==> config.mk <==
export PLATFORM = sky130hd
export DESIGN_NAME = icache
export DESIGN_NICKNAME = d
export VERILOG_FILES = /design/src/rtl/icache.sv
export SDC_FILE = /design/constraint.sdc
export NUM_CORES = 2
export LEC_CHECK = 0
export BUFFER_PORTS_ARGS = -buffer_cell sky130_fd_sc_hd__buf_2
export CORE_AREA = 2 2 502 454
export CTS_BUF_LIST = sky130_fd_sc_hd__clkbuf_4 sky130_fd_sc_hd__clkbuf_8
export CTS_CLUSTER_SIZE = 25
export DETAILED_ROUTE_END_ITERATION = 10
export DIE_AREA = 0 0 504 456
export PLACE_DENSITY = 0.95
export SETUP_SLACK_MARGIN = 0.15
export SKIP_CTS_REPAIR_TIMING = 1
export SLEW_MARGIN = 15
export SYNTH_ARGS = -nofsm -noshare
export SYNTH_HDL_FRONTEND = slang
export SYNTH_SLANG_ARGS = --single-unit
==> constraint.sdc <==
create_clock -name clock -period 11.9 [get_ports clock]
set_clock_uncertainty 0.15 [all_clocks]
set_input_delay 0.595 -clock clock [delete_from_list [all_inputs] [get_ports clock]]
set_output_delay 0.595 -clock clock [all_outputs]
set_load 0.02 [all_outputs]
==> src/rtl/icache.sv <==
// icache: three-lane, direct-mapped instruction cache with 64-bit lines.
// Lookup is combinational for all three fetch lanes. A miss starts one
// tagged load on the memory bus, and the returning line fills the array.
module icache #(
  parameter int XLEN      = 32,
  parameter int NUM_LINES = 32,
  parameter int MEM_TAG_W = 4
) (
  input  logic                       clock,
  input  logic                       reset,
  input  logic [2:0][XLEN-1:0]       proc2Icache_addr,
  input  logic [1:0]                 shift,
  input  logic                       hit_but_stall,
  output logic [2:0][31:0]           Icache_data_out,
  output logic [2:0]                 Icache_valid_out,
  output logic [1:0]                 proc2Imem_command,
  output logic [XLEN-1:0]            proc2Imem_addr,
  input  logic [MEM_TAG_W-1:0]       mem2proc_response,
  input  logic [63:0]                mem2proc_data,
  input  logic [MEM_TAG_W-1:0]       mem2proc_tag
);

  localparam int IDX_W = $clog2(NUM_LINES);
  localparam int TAG_W = XLEN - 3 - IDX_W;

  localparam logic [1:0] BUS_NONE = 2'd0;
  localparam logic [1:0] BUS_LOAD = 2'd1;

  typedef enum logic [1:0] {
    S_IDLE = 2'd0,
    S_REQ  = 2'd1,
    S_WAIT = 2'd2
  } state_t;

  // Storage: valid bits are reset; tags and data are qualified by valid.
  logic [NUM_LINES-1:0] valid_q;
  logic [TAG_W-1:0]     tags_q  [NUM_LINES];
  logic [63:0]          lines_q [NUM_LINES];

  state_t               state_q, state_d;
  logic [XLEN-1:0]      miss_addr_q, miss_addr_d;
  logic [MEM_TAG_W-1:0] miss_tag_q, miss_tag_d;
  logic                 fill_en;

  logic [2:0][IDX_W-1:0] lane_idx;
  logic [2:0][TAG_W-1:0] lane_tag;
  logic [2:0]            lane_hit;
  logic [2:0][63:0]      lane_line;

  logic                  cand_valid;
  logic [1:0]            cand_lane;
  logic [1:0]            pref_lane;
  logic [XLEN-1:0]       cand_addr;

  logic [IDX_W-1:0]      fill_idx;
  logic [TAG_W-1:0]      fill_tag;

  // Byte-offset bits and the low bits of the aligned miss address never matter.
  logic                  unused_bits;
  assign unused_bits = ^{proc2Icache_addr[2][1:0], proc2Icache_addr[1][1:0],
                         proc2Icache_addr[0][1:0], miss_addr_q[2:0]};

  // Per-lane lookup; aliasing lanes simply read the same entry.
  for (genvar gi = 0; gi < 3; gi++) begin : g_lane
    assign lane_idx[gi]  = proc2Icache_addr[gi][IDX_W+2:3];
    assign lane_tag[gi]  = proc2Icache_addr[gi][XLEN-1:IDX_W+3];
    assign lane_line[gi] = lines_q[lane_idx[gi]];
    assign lane_hit[gi]  = valid_q[lane_idx[gi]] && (tags_q[lane_idx[gi]] == lane_tag[gi]);
    assign Icache_valid_out[gi] = lane_hit[gi];
    assign Icache_data_out[gi]  = !lane_hit[gi]            ? 32'd0 :
                                  proc2Icache_addr[gi][2]  ? lane_line[gi][63:32] :
                                                             lane_line[gi][31:0];
  end

  assign fill_idx = miss_addr_q[IDX_W+2:3];
  assign fill_tag = miss_addr_q[XLEN-1:IDX_W+3];

  // Miss candidate: the lane fetch will need next first, else oldest missing lane.
  always_comb begin
    cand_valid = 1'b0;
    cand_lane  = 2'd0;
    pref_lane  = 2'd2 - shift;
    if (shift != 2'd3 && !lane_hit[pref_lane]) begin
      cand_valid = 1'b1;
      cand_lane  = pref_lane;
    end else if (!lane_hit[2]) begin
      cand_valid = 1'b1;
      cand_lane  = 2'd2;
    end else if (!lane_hit[1]) begin
      cand_valid = 1'b1;
      cand_lane  = 2'd1;
    end else if (!lane_hit[0]) begin
      cand_valid = 1'b1;
      cand_lane  = 2'd0;
    end
    cand_addr = {proc2Icache_addr[cand_lane][XLEN-1:3], 3'b000};
  end

  // Miss FSM next-state and bus outputs.
  always_comb begin
    state_d           = state_q;
    miss_addr_d       = miss_addr_q;
    miss_tag_d        = miss_tag_q;
    proc2Imem_command = BUS_NONE;
    proc2Imem_addr    = '0;
    fill_en           = 1'b0;
    case (state_q)
      S_IDLE: begin
        if (cand_valid && !hit_but_stall) begin
          miss_addr_d = cand_addr;
          state_d     = S_REQ;
        end
      end
      S_REQ: begin
        proc2Imem_command = BUS_LOAD;
        proc2Imem_addr    = miss_addr_q;
        if (mem2proc_response != '0) begin
          miss_tag_d = mem2proc_response;
          state_d    = S_WAIT;
        end
      end
      S_WAIT: begin
        if (miss_tag_q != '0 && mem2proc_tag == miss_tag_q) begin
          fill_en    = 1'b1;
          miss_tag_d = '0;
          state_d    = S_IDLE;
        end
      end
      default: state_d = S_IDLE;
    endcase
  end

  // FSM and miss bookkeeping registers.
  always_ff @(posedge clock) begin
    if (reset) begin
      state_q     <= S_IDLE;
      miss_addr_q <= '0;
      miss_tag_q  <= '0;
    end else begin
      state_q     <= state_d;
      miss_addr_q <= miss_addr_d;
      miss_tag_q  <= miss_tag_d;
    end
  end

  // Valid bits: cleared on reset, set when a line fills.
  always_ff @(posedge clock) begin
    if (reset) begin
      valid_q <= '0;
    end else if (fill_en) begin
      valid_q[fill_idx] <= 1'b1;
    end
  end

  // Tag and data arrays: written only by a fill, overwriting whatever was there.
  always_ff @(posedge clock) begin
    if (fill_en) begin
      tags_q[fill_idx]  <= fill_tag;
      lines_q[fill_idx] <= mem2proc_data;
    end
  end

endmodule

==> impl_summary.md, run 1 <==
Run status
The flow did not finish. The stopping stage is 5_1_grt. The tool reported: "[ERROR GRT-0116] Global routing finished with congestion. Check the congestion regions in the DRC Viewer".

Global route
Entering global routing, the biggest net connects 159 pins. The global route total overflow is 195. The via count of the first global-routing pass came to roughly 120k. The first global-routing pass estimated 1060000 µm of wire.

The global-route usage over all layers is 69.0%.

Synth
In the post-synthesis netlist, the biggest area contributors are edfxtp_1, mux4_2, mux2i_1. Synthesis handed over a netlist of slightly below 8000 instances. The mean cell area of the mapped netlist is a little over 20 µm². The most common flop cell mapped by yosys is edfxtp_1.

The register bit count reported by yosys is 2883. The area of the mapped netlist is about 160000 µm². The number of synthesis warnings is 0.

Counting distinct cell types in the post-synthesis netlist gives 87. The area fraction of the dominant cell type after synthesis is 54.0%. The share of async-settable or async-resettable flops after synthesis is 0%. In this run, synthesis inferred 2816 flip-flops with an integrated enable. The largest area contributor in the netlist is edfxtp_1. The share of the Yosys chip area taken by registers is 54.9%.

Floorplan
Once the floorplan was initialized, standard cells occupied 69.8% of the core. The die is 504 µm wide. The vertical extent of the die is 456 µm. In this run the count of I/O pins placed on the die edge is 306. The floorplan has approximately 170 rows.

CTS
The clock tree buffer depth is 4. The H-tree level count is 5. The number of clock sinks is 2883.

The number of buffers created by CTS is roughly 470. The clock tree root buffer cell is clkbuf_8.

Placement
Once placement completed, the tool counted placed cells totaling 10600. OpenSTA, run right after detailed placement, puts the worst setup slack at 3460 ps. The final HPWL from detailed placement is 406000 µm. The number of buffers added on ports is roughly 300.

At the end of routability-driven placement, the weighted congestion stood at 1.04. The area after detailed placement is 161000 µm².
cells by family after synthesis:
kind of cell               after synthesis  synth area share, %
other                                    1              0.00239
buffers and inverters                  763                 2.14
xor gates and xnor gates                80                0.447
AOI/OAI and AO/OA                      506                 2.41
muxes                                 2834                 38.0
adders and majority gates                1              0.00799
and+or+nand+nor                        690                 2.18
DFF                                   2883                 54.9
per-stage QoR:
stage | util (%) | hold WS [ps]
4_1_cts | 75.9 | -470
3_5_place_dp | 71.9 | 351
3_3_place_gp | 71.9 | 337
2_1_floorplan | - | 309
metal layers:
metal / GRT overflow / GRT usage [%]
met5: 0 / 35.6
met4: 64 / 60.5
met3: 12 / 58.8
met2: 105 / 83.7
met1: 14 / 69.5
synthesized netlist by cell type (67+ instances only):
library cell,number
clkbuf_1,354
edfxtp_1,2816
mux4_2,2479
buf_1,167
and2_1,95
a22oi_1,103
nor2_1,136
buf_2,132
nand2_1,196
dfxtp_1,67
nor2b_1,79
mux2i_1,312
==> inputs of run 2 (changes only) <==
==> config.mk (replaced) <==
export PLATFORM = sky130hd
export DESIGN_NAME = icache
export DESIGN_NICKNAME = d
export VERILOG_FILES = /design/src/rtl/icache.sv
export SDC_FILE = /design/constraint.sdc
export NUM_CORES = 2
export LEC_CHECK = 0
export BUFFER_PORTS_ARGS = -buffer_cell sky130_fd_sc_hd__buf_2
export CORE_AREA = 2 2 629 631
export DETAILED_ROUTE_END_ITERATION = 10
export DIE_AREA = 0 0 631 633
export PLACE_DENSITY_LB_ADDON = 0.15
export SKIP_CTS_REPAIR_TIMING = 1
export SLEW_MARGIN = 15
export SYNTH_ARGS = -nofsm -noshare
export SYNTH_HDL_FRONTEND = slang
export SYNTH_SLANG_ARGS = --single-unit
==> impl_summary.md, run 2 <==
Power
VDD sags by at most 113 µV. The internal portion of total power is 18.2 mW. The switching power share of the total is 24.5%. For this design the ratio of total power to cell area is 137 nW/µm². The power share of the combinational group is 10.7%. The static leakage is 54.8 nW. In this run the power spent charging and discharging nets is 5.89 mW. Registers are responsible for between 40% and 50% of the overall power. The share of total power dissipated in the clock network is 42.6%.

Layout
lines_q holds more flip-flops than any other register. For this run, the post-layout net count is 8152. The library cell used most frequently in the layout, excluding fill and tap cells, is edfxtp_1. The growth of design area from synthesis to finish is 12.3%. For this run, the number of standard cells in the final layout without fillers is ~14000. The share of cells above drive strength 1 is 44.0%. The largest registers in the layout are lines_q: 2048 flops, tags_q: 768 flops, valid_q: 32 flops. The flip-flop count of the largest register, all copies and words added is between 2000 and 2500. In the layout the commonest cells are edfxtp_1, mux4_2, clkbuf_16.

Synth
The most common flop cell mapped by yosys is edfxtp_1 (unchanged). The post-synthesis instance total is 7758 (unchanged). The area of the mapped netlist came to 157000 µm² (unchanged). The mean cell area of the mapped netlist was 20.2 µm² (unchanged). The area fraction of the dominant cell type after synthesis is 54.0% (unchanged). Synth top area cells: edfxtp_1, mux4_2, mux2i_1 (unchanged).

The number of unique standard cell types used by synthesis is 87 (unchanged). The share of async-settable or async-resettable flops after synthesis came to 0% (unchanged). The number of synthesis warnings was 0 (unchanged).

The number of enable-type register cells in the synthesized netlist is 2816 (unchanged). The largest area contributor in the netlist is edfxtp_1 (unchanged). The register bit count reported by yosys is 2883 (unchanged).

The most used standard cell by instance count after synthesis is edfxtp_1 (unchanged). The sequential share of the synthesized area was 54.9% (unchanged). Most frequent cells after synthesis: edfxtp_1, mux4_2, clkbuf_1, mux2i_1, nand2_1 (unchanged).

Setup path
The critical-path cell with the highest stage delay is a211oi_1. For the worst setup path, the data required time is 11160 ps. STA puts the critical path data arrival time at 7630 ps. The critical path in this run is classified as in2out.

Grouping stages by cell kind, the critical path spends the most delay in buffers and inverters. The critical path contains buffers and inverters numbering 6 combined. The signal on the critical path passes through buf_8, buf_4, buf_4, mux4_2, nand2_1, and3_1, nor4_1, buf_4, xor2_1, nor4_1, nand3_1, or4_4, buf_4, a211oi_1, buf_2. In this run the worst path has a maximum fanout of 38. The worst setup path is captured at an output pin. By instance count, the cell type seen most on the critical path is buf_4. For this run, the slowest stage of the critical path takes 940 ps.

The startpoint type of the worst setup path is a primary input.

Timing
The worst path uses between 70% and 80% of the clock period. Setup violations remaining at the end of the flow were counted as 0. The maximum achievable frequency is 119 MHz.

Setup repair after global routing left no endpoint under its margin. The clock period minus worst slack is 8370 ps. In the final timing run, aggregate negative setup slack is 0 ps. The count of final max-slew check failures is 0. The final hold violation count came to 0.

At the pin with the least slew margin, the transition time is 1430 ps. The final worst slack is 3530 ps. The worst pin sits at a relative slew slack of under 10%.

Run status
Status: completed (was stopped before the end).

Detailed routing
The count of nets left with antenna violations once routing finished came out at 0. The average wire per cell in the routed design is roughly 45 µm. Using the TritonRoute via totals, the vias-per-cell ratio works out to between 7 and 8. After the first detailed-routing iteration, the DRC count stood at 14800. The total length of routed wires is 609000 µm. In the routed design, unresolved DRC markers number 0.

The first TritonRoute pass finished after 8 iterations. The via total after detailed routing is 96300.

Floorplan
The number of top-level pins is 306 (unchanged). The die covers 399000 µm². The vertical extent of the die is 633 µm (was 456 µm). The number of rows in the core area is 230 (was 165). The width of the chip is 631 µm (was 504 µm). The initial cell density of the core was 40.0% (was 69.8%). The floorplan step defined a core boundary enclosing 392000 µm².

Job
The count of max-cap constraint violations is 0.

CTS
The CTS clock-pin slew for the worst setup and hold paths is around 70 ps. The clock tree root buffer cell is clkbuf_16 (was clkbuf_8). The H-tree level count is 5 (unchanged). The number of clock sinks was 2883 (unchanged). TritonCTS built the clock tree.

The clock tree buffer depth is 4 (unchanged). The clock network latency to the later pin of the worst-skew pair is around 960 ps. The number of buffers created by CTS came to 330 (was 467).

Global route
Entering global routing, the biggest net connects 132 pins. The global-route usage over all layers is 30.3%. The initial antenna violation count is 81. The first-pass GRT wire length is a little over 800000 µm. After global routing the overflow that remains totals 0.

The via count of the first global-routing pass was 96300.

Placement
The number of buffers added on ports came to 295 (unchanged). The final HPWL from detailed placement is 345000 µm (was 406000 µm). The final weighted congestion of routability-driven global placement is 0.923 (was 1.04). The post-placement setup slack is 3800 ps (was 3460 ps).

The placed instance count is 12800 (was 10600).

Worst hold path
The tightest min-delay check is of the in2reg type.
-- run 2: cell counts after synthesis --
Identical to the previous run, type by type.
-- run 2: worst paths after layout --
check	start	to	slack, ps	depth (start not counted)
max	proc2Icache_addr[5]	Icache_data_out[3]	3530	15
max reg2reg	tags_q[13][19]$_DFFE_PP_	miss_addr_q[17]$_SDFFE_PP0P_	4900	17
min reg2reg	valid_q[0]$_SDFFE_PP0P_	valid_q[0]$_SDFFE_PP0P_	360	2
min	proc2Icache_addr[42]	miss_addr_q[10]$_SDFFE_PP0P_	5	3
-- run 2: cells by family after synthesis --
logic type / Yosys count / synth area share [%]
xor gates and xnor gates: 80 / 0.447
other: 1 / 0.00239
DFF: 2883 / 54.9
AOI/OAI and AO/OA: 506 / 2.41
and+or+nand+nor: 690 / 2.18
muxes: 2834 / 38.0
buffers and inverters: 763 / 2.14
adders and majority gates: 1 / 0.00799
-- run 2: metal layers --
| metal | global-route usage, % | up-vias | routed length [µm] |
|---|---|---|---|
| li1 | - | 35500 | - |
| met3 | 6.12 | 1322 | 62500 |
| met1 | 40.3 | 52800 | 226000 |
| met2 | 47.2 | 6665 | 287000 |
| met4 | 16.0 | 22 | 33600 |
| met5 | 0 | - | 129 |
-- run 2: power by group through the flow --
stage,registers (mW),logic [mW],clock network [mW]
2_1_floorplan,11.4,1.59,0
3_3_place_gp,11.4,2.54,0
3_5_place_dp,11.5,2.54,0
4_1_cts,11.2,2.54,10.4
5_1_grt,11.2,2.66,10.7
6_report,11.2,2.58,10.2
-- run 2: stage by stage --
| step | util, % | cell area, µm² | hold slack [ps] | power, mW |
|---|---|---|---|---|
| 6_report | 44.9 | 176000 | 4.60 | 24.1 |
| 2_1_floorplan | - | 157000 | 309 | 13.0 |
| 4_1_cts | 44.6 | 175000 | -283 | 24.1 |
| 5_1_grt | 44.9 | 176000 | 4.78 | 24.6 |
| 3_3_place_gp | 41.9 | 164000 | 338 | 14.0 |
| 3_5_place_dp | 41.9 | 164000 | 348 | 14.0 |
-- run 2: final cells by class --
class | count | area (µm²)
Antenna cell | 171 | 428
Clock buffer | 421 | 8880
Clock inverter | 186 | 1730
Fill cell | 33300 | 216000
Inverter | 46 | 201
Multi-Input combinational cell | 4115 | 67700
Sequential cell | 2883 | 85900
Tap cell | 5220 | 6530
Timing Repair Buffer | 602 | 4490
-- run 2: tightest hold or removal path, stage by stage --
cell and delay (ps):
buf_2 130, inv_1 140, o221ai_1 210
No activity file was read; power rests on OpenSTA's default activity.
